===== src/rtl/ex_muldiv.sv =====
// Iterative multiply/divide unit with HI/LO result registers.
// One radix-2 step per cycle in RUN; FIX applies sign correction and commits HI/LO.
module ex_muldiv #(
  parameter int WIDTH = 32,
  parameter int CNT_W = 6
) (
  input  logic             clk,
  input  logic             rst,
  input  logic [2:0]       op_i,
  input  logic [WIDTH-1:0] opa_i,
  input  logic [WIDTH-1:0] opb_i,
  input  logic             flush_i,
  output logic [WIDTH-1:0] hi_o,
  output logic [WIDTH-1:0] lo_o,
  output logic             busy_o,
  output logic             done_o,
  output logic             stall_o,
  output logic [1:0]       state_o
);

  localparam logic [2:0] OP_MULT  = 3'b001;
  localparam logic [2:0] OP_MULTU = 3'b010;
  localparam logic [2:0] OP_DIV   = 3'b011;
  localparam logic [2:0] OP_DIVU  = 3'b100;
  localparam logic [2:0] OP_MTHI  = 3'b101;
  localparam logic [2:0] OP_MTLO  = 3'b110;

  typedef enum logic [1:0] {
    S_IDLE = 2'd0,
    S_RUN  = 2'd1,
    S_FIX  = 2'd2
  } state_t;

  state_t state, state_nxt;

  logic [CNT_W-1:0]   cnt;
  logic [2*WIDTH-1:0] prod;   // mul: {partial sum, multiplier}; div: {remainder, dividend/quotient}
  logic [WIDTH-1:0]   opnd;   // mul: multiplicand magnitude; div: divisor magnitude
  logic               is_div;
  logic               neg_q;  // product sign (mul) or quotient sign (div)
  logic               neg_r;

  logic op_muldiv, op_signed, op_is_div, in_idle, start, mt_hi, mt_lo, last_step;
  logic sign_a, sign_b;
  logic [WIDTH-1:0] mag_a, mag_b;

  assign op_muldiv = (op_i == OP_MULT) || (op_i == OP_MULTU) ||
                     (op_i == OP_DIV)  || (op_i == OP_DIVU);
  assign op_signed = (op_i == OP_MULT) || (op_i == OP_DIV);
  assign op_is_div = (op_i == OP_DIV)  || (op_i == OP_DIVU);
  assign in_idle   = (state == S_IDLE);
  assign start     = in_idle && !flush_i && op_muldiv;
  assign mt_hi     = in_idle && !flush_i && (op_i == OP_MTHI);
  assign mt_lo     = in_idle && !flush_i && (op_i == OP_MTLO);
  assign last_step = (cnt == CNT_W'(WIDTH - 1));

  assign sign_a = op_signed && opa_i[WIDTH-1];
  assign sign_b = op_signed && opb_i[WIDTH-1];
  assign mag_a  = sign_a ? (~opa_i + 1'b1) : opa_i;
  assign mag_b  = sign_b ? (~opb_i + 1'b1) : opb_i;

  // State register
  always_ff @(posedge clk or negedge rst) begin
    if (!rst) state <= S_IDLE;
    else      state <= state_nxt;
  end

  // Next-state logic
  always_comb begin
    state_nxt = state;
    case (state)
      S_IDLE: if (start) state_nxt = S_RUN;
      S_RUN: begin
        if (flush_i)        state_nxt = S_IDLE;
        else if (last_step) state_nxt = S_FIX;
      end
      S_FIX:   state_nxt = S_IDLE;
      default: state_nxt = S_IDLE;
    endcase
  end

  // Output logic
  always_comb begin
    busy_o  = 1'b0;
    done_o  = 1'b0;
    stall_o = 1'b0;
    case (state)
      S_IDLE: stall_o = op_muldiv && !flush_i;
      S_RUN: begin
        busy_o  = 1'b1;
        stall_o = 1'b1;
      end
      S_FIX: begin
        busy_o = 1'b1;
        done_o = 1'b1;
      end
      default: ;
    endcase
  end

  assign state_o = state;

  // Single radix-2 step for each operation
  logic [WIDTH:0]     mul_sum, div_shift, div_trial;
  logic [2*WIDTH-1:0] mul_next, div_next;

  always_comb begin
    mul_sum   = {1'b0, prod[2*WIDTH-1:WIDTH]} + (prod[0] ? {1'b0, opnd} : '0);
    mul_next  = {mul_sum, prod[WIDTH-1:1]};
    div_shift = {prod[2*WIDTH-1:WIDTH], prod[WIDTH-1]};
    div_trial = div_shift - {1'b0, opnd};
    // A set top bit means the trial subtraction underflowed: keep the shifted remainder
    div_next  = div_trial[WIDTH] ? {div_shift[WIDTH-1:0], prod[WIDTH-2:0], 1'b0}
                                 : {div_trial[WIDTH-1:0], prod[WIDTH-2:0], 1'b1};
  end

  always_ff @(posedge clk or negedge rst) begin
    if (!rst) begin
      cnt    <= '0;
      prod   <= '0;
      opnd   <= '0;
      is_div <= 1'b0;
      neg_q  <= 1'b0;
      neg_r  <= 1'b0;
    end else if (start) begin
      cnt    <= '0;
      is_div <= op_is_div;
      neg_q  <= sign_a ^ sign_b;
      neg_r  <= sign_a;
      opnd   <= op_is_div ? mag_b : mag_a;
      prod   <= {{WIDTH{1'b0}}, (op_is_div ? mag_a : mag_b)};
    end else if (state == S_RUN && !flush_i) begin
      cnt  <= cnt + 1'b1;
      prod <= is_div ? div_next : mul_next;
    end
  end

  // Sign correction; a zero divisor leaves the dividend in the remainder half
  logic [2*WIDTH-1:0] prod_fix;
  logic [WIDTH-1:0]   quo, rem, fix_hi, fix_lo;

  always_comb begin
    prod_fix = neg_q ? (~prod + 1'b1) : prod;
    quo      = prod[WIDTH-1:0];
    rem      = prod[2*WIDTH-1:WIDTH];
    if (is_div) begin
      fix_hi = neg_r ? (~rem + 1'b1) : rem;
      fix_lo = (opnd == '0) ? '1 : (neg_q ? (~quo + 1'b1) : quo);
    end else begin
      fix_hi = prod_fix[2*WIDTH-1:WIDTH];
      fix_lo = prod_fix[WIDTH-1:0];
    end
  end

  always_ff @(posedge clk or negedge rst) begin
    if (!rst) begin
      hi_o <= '0;
      lo_o <= '0;
    end else if (state == S_FIX && !flush_i) begin
      hi_o <= fix_hi;
      lo_o <= fix_lo;
    end else begin
      if (mt_hi) hi_o <= opa_i;
      if (mt_lo) lo_o <= opa_i;
    end
  end

endmodule


===== config.mk =====
export PLATFORM = sky130hd
export DESIGN_NAME = ex_muldiv
export DESIGN_NICKNAME = d
export VERILOG_FILES = /design/src/rtl/ex_muldiv.sv
export SDC_FILE = /design/constraint.sdc
export NUM_CORES = 1
export LEC_CHECK = 0
export ABC_AREA = 1
export CORE_ASPECT_RATIO = 1.5
export CORE_MARGIN = 2
export CORE_UTILIZATION = 35
export DETAILED_ROUTE_END_ITERATION = 10
export DONT_BUFFER_PORTS = 1
export SKIP_LAST_GASP = 1
export SYNTH_ARGS = -nofsm -noshare
export SYNTH_HDL_FRONTEND = slang
export SYNTH_SLANG_ARGS = --single-unit

===== constraint.sdc =====
create_clock -name clk -period 3.1 [get_ports clk]
set_clock_uncertainty 0.2 [all_clocks]
set_input_delay 0.62 -clock clk [delete_from_list [all_inputs] [get_ports clk]]
set_output_delay 0.62 -clock clk [all_outputs]
set_load 0.01 [all_outputs]

==> results.yml, run 1 <==
route:
  vias: 20700
  first_pass_iters: 6
  wl_per_cell_microns: 22.7
  drcViolationCount: 0
  routed_wl_mm: 85.5
  first_iter_violations: 2043
  detail_route.vias_per_cell: 5.52
  antenna_left: 0
min_path:
  hold_class: "in2async"
placement:
  place_inst: 3723
  gp_congestion: 0.997
  preCtsSetupSlack_ps: 180
  dp_hpwl_mm: 69.7
  port_buffers: 0
die:
  rows: 101
  die_width_microns: 189
  die-area_sq_um: 53400
  core_area_sq_um: 50800
  die_y_microns: 282
  start_util_pct: 35.5
  io_pins: 139
power_and_ir_drop:
  ir_drop_uv: 573
  p_clk_share_pct: 11.9
  seqPwrFrac_pct: 21.7
  p_leak_uw: 0.0102
  netSwitchingPower_uw: 11700
  p_per_area_nw_per_um2: 1040
  switching_share_pct: 56.4
  p_int_uw: 9010
  combPwrFrac_pct: 66.4
timing:
  setup_viol: 0
  slew_violations: 0
  fmax_mhz: 344
  worst_pin_slew_ps: 1120
  worst_slack_ps: 196
  min_period_ps: 2900
  hold_viol: 171
  relSlewSlack_pct: 25.4
  post-route-period-util_pct: 93.7
  hold-worst-slack_ps: -340
cts:
  insertion_delay_ps: 470
  tritoncts: "done"
  cts_made_buffers: 17
  clock_path_buffers: 2
  root_buffer: "clkbuf_16"
  ctsHtreeMaxLevel: 4
  clkSlewWorstSetupHoldPaths_ps: 80
  clock-sinks: 171
synth:
  synth.avg_cell_area_sq_um: 5.92
  synthArstFlopShare_pct: 100
  synth_common_cells: "1016 x nand2_1, 426 x inv_1, 314 x nand3_1, 249 x nor2_1, 171 x dfrtp_1"
  netlist_area_sq_um: 18000
  syn-num-nets: 3193
  synth_edf_count: 0
  yosysTopAreaCellShare_pct: 23.7
  synthTopCellsByArea: "dfrtp_1 24%, nand2_1 21%, inv_1 8.9%"
  syn_inst: 3049
  synthFlopType: "dfrtp_1"
  synth.distinct_cells: 57
  yosysMostFrequentCell: "nand2_1"
  yosys_warnings: 0
  synth_largest_area_cell: "dfrtp_1"
  ys_ff_latch: 171
  ys_seq_area_share_pct: 23.7
global_routing:
  gr-usage-all-layers_pct: 31.7
  grt_pass1_wl_mm: 125
  antenna_found_initial: 1
  overflow: 0
  grt_max_degree: 172
  grt_pass1_vias: 20000
setup_path:
  worstPathArrival_ps: 2080
  cp.required_ps: 2280
  worstSetupEndpointType: "output port"
  cp-start-kind: "flip-flop"
  crit_type: "reg2out"
  cp_max_fo: 21
layout:
  drive_gt1_share_pct: 7.41
  final_cells: 3759
  nets: 3223
  n_antenna_cell: 0
  syn_to_final_growth_pct: 10.5
status:
  violations: "hold timing"
  status: "finished, violations left"
job:
  cap_violations: 0
## cells by family (layout without fill, tap and decap cells)
| family | count (synthesis) | count (layout) | synth area share [%] |
|---|---|---|---|
| xor+xnor | 69 | 69 | 3.35 |
| simple gates | 1754 | 1754 | 41.6 |
| buf+inv | 539 | 580 | 11.8 |
| flops | 171 | 171 | 23.7 |
| compound gates | 442 | 442 | 14.3 |
| fa+ha+maj | 74 | 74 | 5.21 |
## worst max-delay path, stage by stage, from the launching register on
cell	delay, ps
dfrtp_1	450
inv_1	100
ha_1	170
nand2_1	130
a21oi_1	250
nand2_4	240
nand2_1	260
## final timing paths
kind,startpoint,to,slack (ps),cells after the start
max,state_o[0],stall_o,200,6
max in group asynchronous,rst,prod[57],2450,0
min,rst,hi_o[12],-340,0
min in group clk,opb_i[31],neg_q,110,1
min reg2reg,prod[6],prod[6],300,2
max reg2reg,prod[0],prod[60],210,16
## cell usage in the layout (no fill, tap or decap), types with 18 or more instances in the layout
cell type | synthesis | routed
dfrtp_1 | 171 | 170
o21ai_1 | 22 | 22
nor2_1 | 249 | 244
o211ai_1 | 47 | 47
nand3_1 | 314 | 314
inv_1 | 426 | 425
nor3_1 | 44 | 44
nand4_1 | 44 | 44
o21bai_1 | 21 | 21
ha_1 | 72 | 72
buf_4 | 3 | 103
xnor2_1 | 22 | 22
o21ai_0 | 165 | 164
nand2_1 | 1016 | 1015
xor2_1 | 47 | 47
a21oi_1 | 113 | 112
a31oi_1 | 18 | 18
## power groups by stage
stage / logic [uW] / registers, uW / clock network [uW]
detailed placement: 13200 / 4490 / 0
global route: 15100 / 4560 / 2550
floorplan: 8970 / 4090 / 0
finish: 13700 / 4480 / 2470
global placement: 13200 / 4490 / 0
CTS: 13300 / 4450 / 2490
## metal layers
layer	global-route usage [%]	part of all wire, %	wire [microns]
met4	29.4	11	9330
met5	0	0.018	15
met2	55.1	49	41700
met3	5.05	5.8	4990
met1	32.6	34	29400
## what timing repair did
action                                  in CTS  in global routing
endpoints found under the setup margin       0                 27
gates resized for setup                      0                  7
setup buffers                                0                  6
endpoints found under the hold margin      171                171
## flip-flops by register name, summed over array words and instances (netlist names)
signal / count
cnt: 6
hi_o: 32
is_div: 1
lo_o: 32
neg_q: 1
neg_r: 1
opnd: 32
prod: 64
state_o: 2
## layout make-up
class | instances | area [sq um]
fill | 5741 | 30900
timing repair buffer | 107 | 853
multi-input combinational | 2339 | 11700
inverter | 443 | 1670
clock buffer | 17 | 425
sequential | 171 | 4280
clock inverter | 13 | 208
tap | 669 | 837
## through the flow
stage	utilization, %	power (uW)	instance area [sq um]	hold WS [ps]	TNS [ps]
6_report	39.3	20700	19900	-340	0
5_1_grt	39.3	22200	19900	-356	-2.11
4_1_cts	39.1	20300	19900	-361	0
3_5_place_dp	37.9	17700	19200	138	0
3_3_place_gp	37.9	17700	19200	132	0
2_1_floorplan	-	13100	18000	124	0
Power figures use the tool's default switching activity.
==> run 2: changes to the inputs <==
--- a/config.mk
+++ b/config.mk
@@ -9,6 +9,7 @@
 export CORE_ASPECT_RATIO = 1.5
 export CORE_MARGIN = 2
 export CORE_UTILIZATION = 35
+export CTS_CLUSTER_SIZE = 12
 export DETAILED_ROUTE_END_ITERATION = 10
 export DONT_BUFFER_PORTS = 1
 export SKIP_LAST_GASP = 1
==> results of run 2 <==
No change in the layout: final DEF, timing and power equal those of run 1.
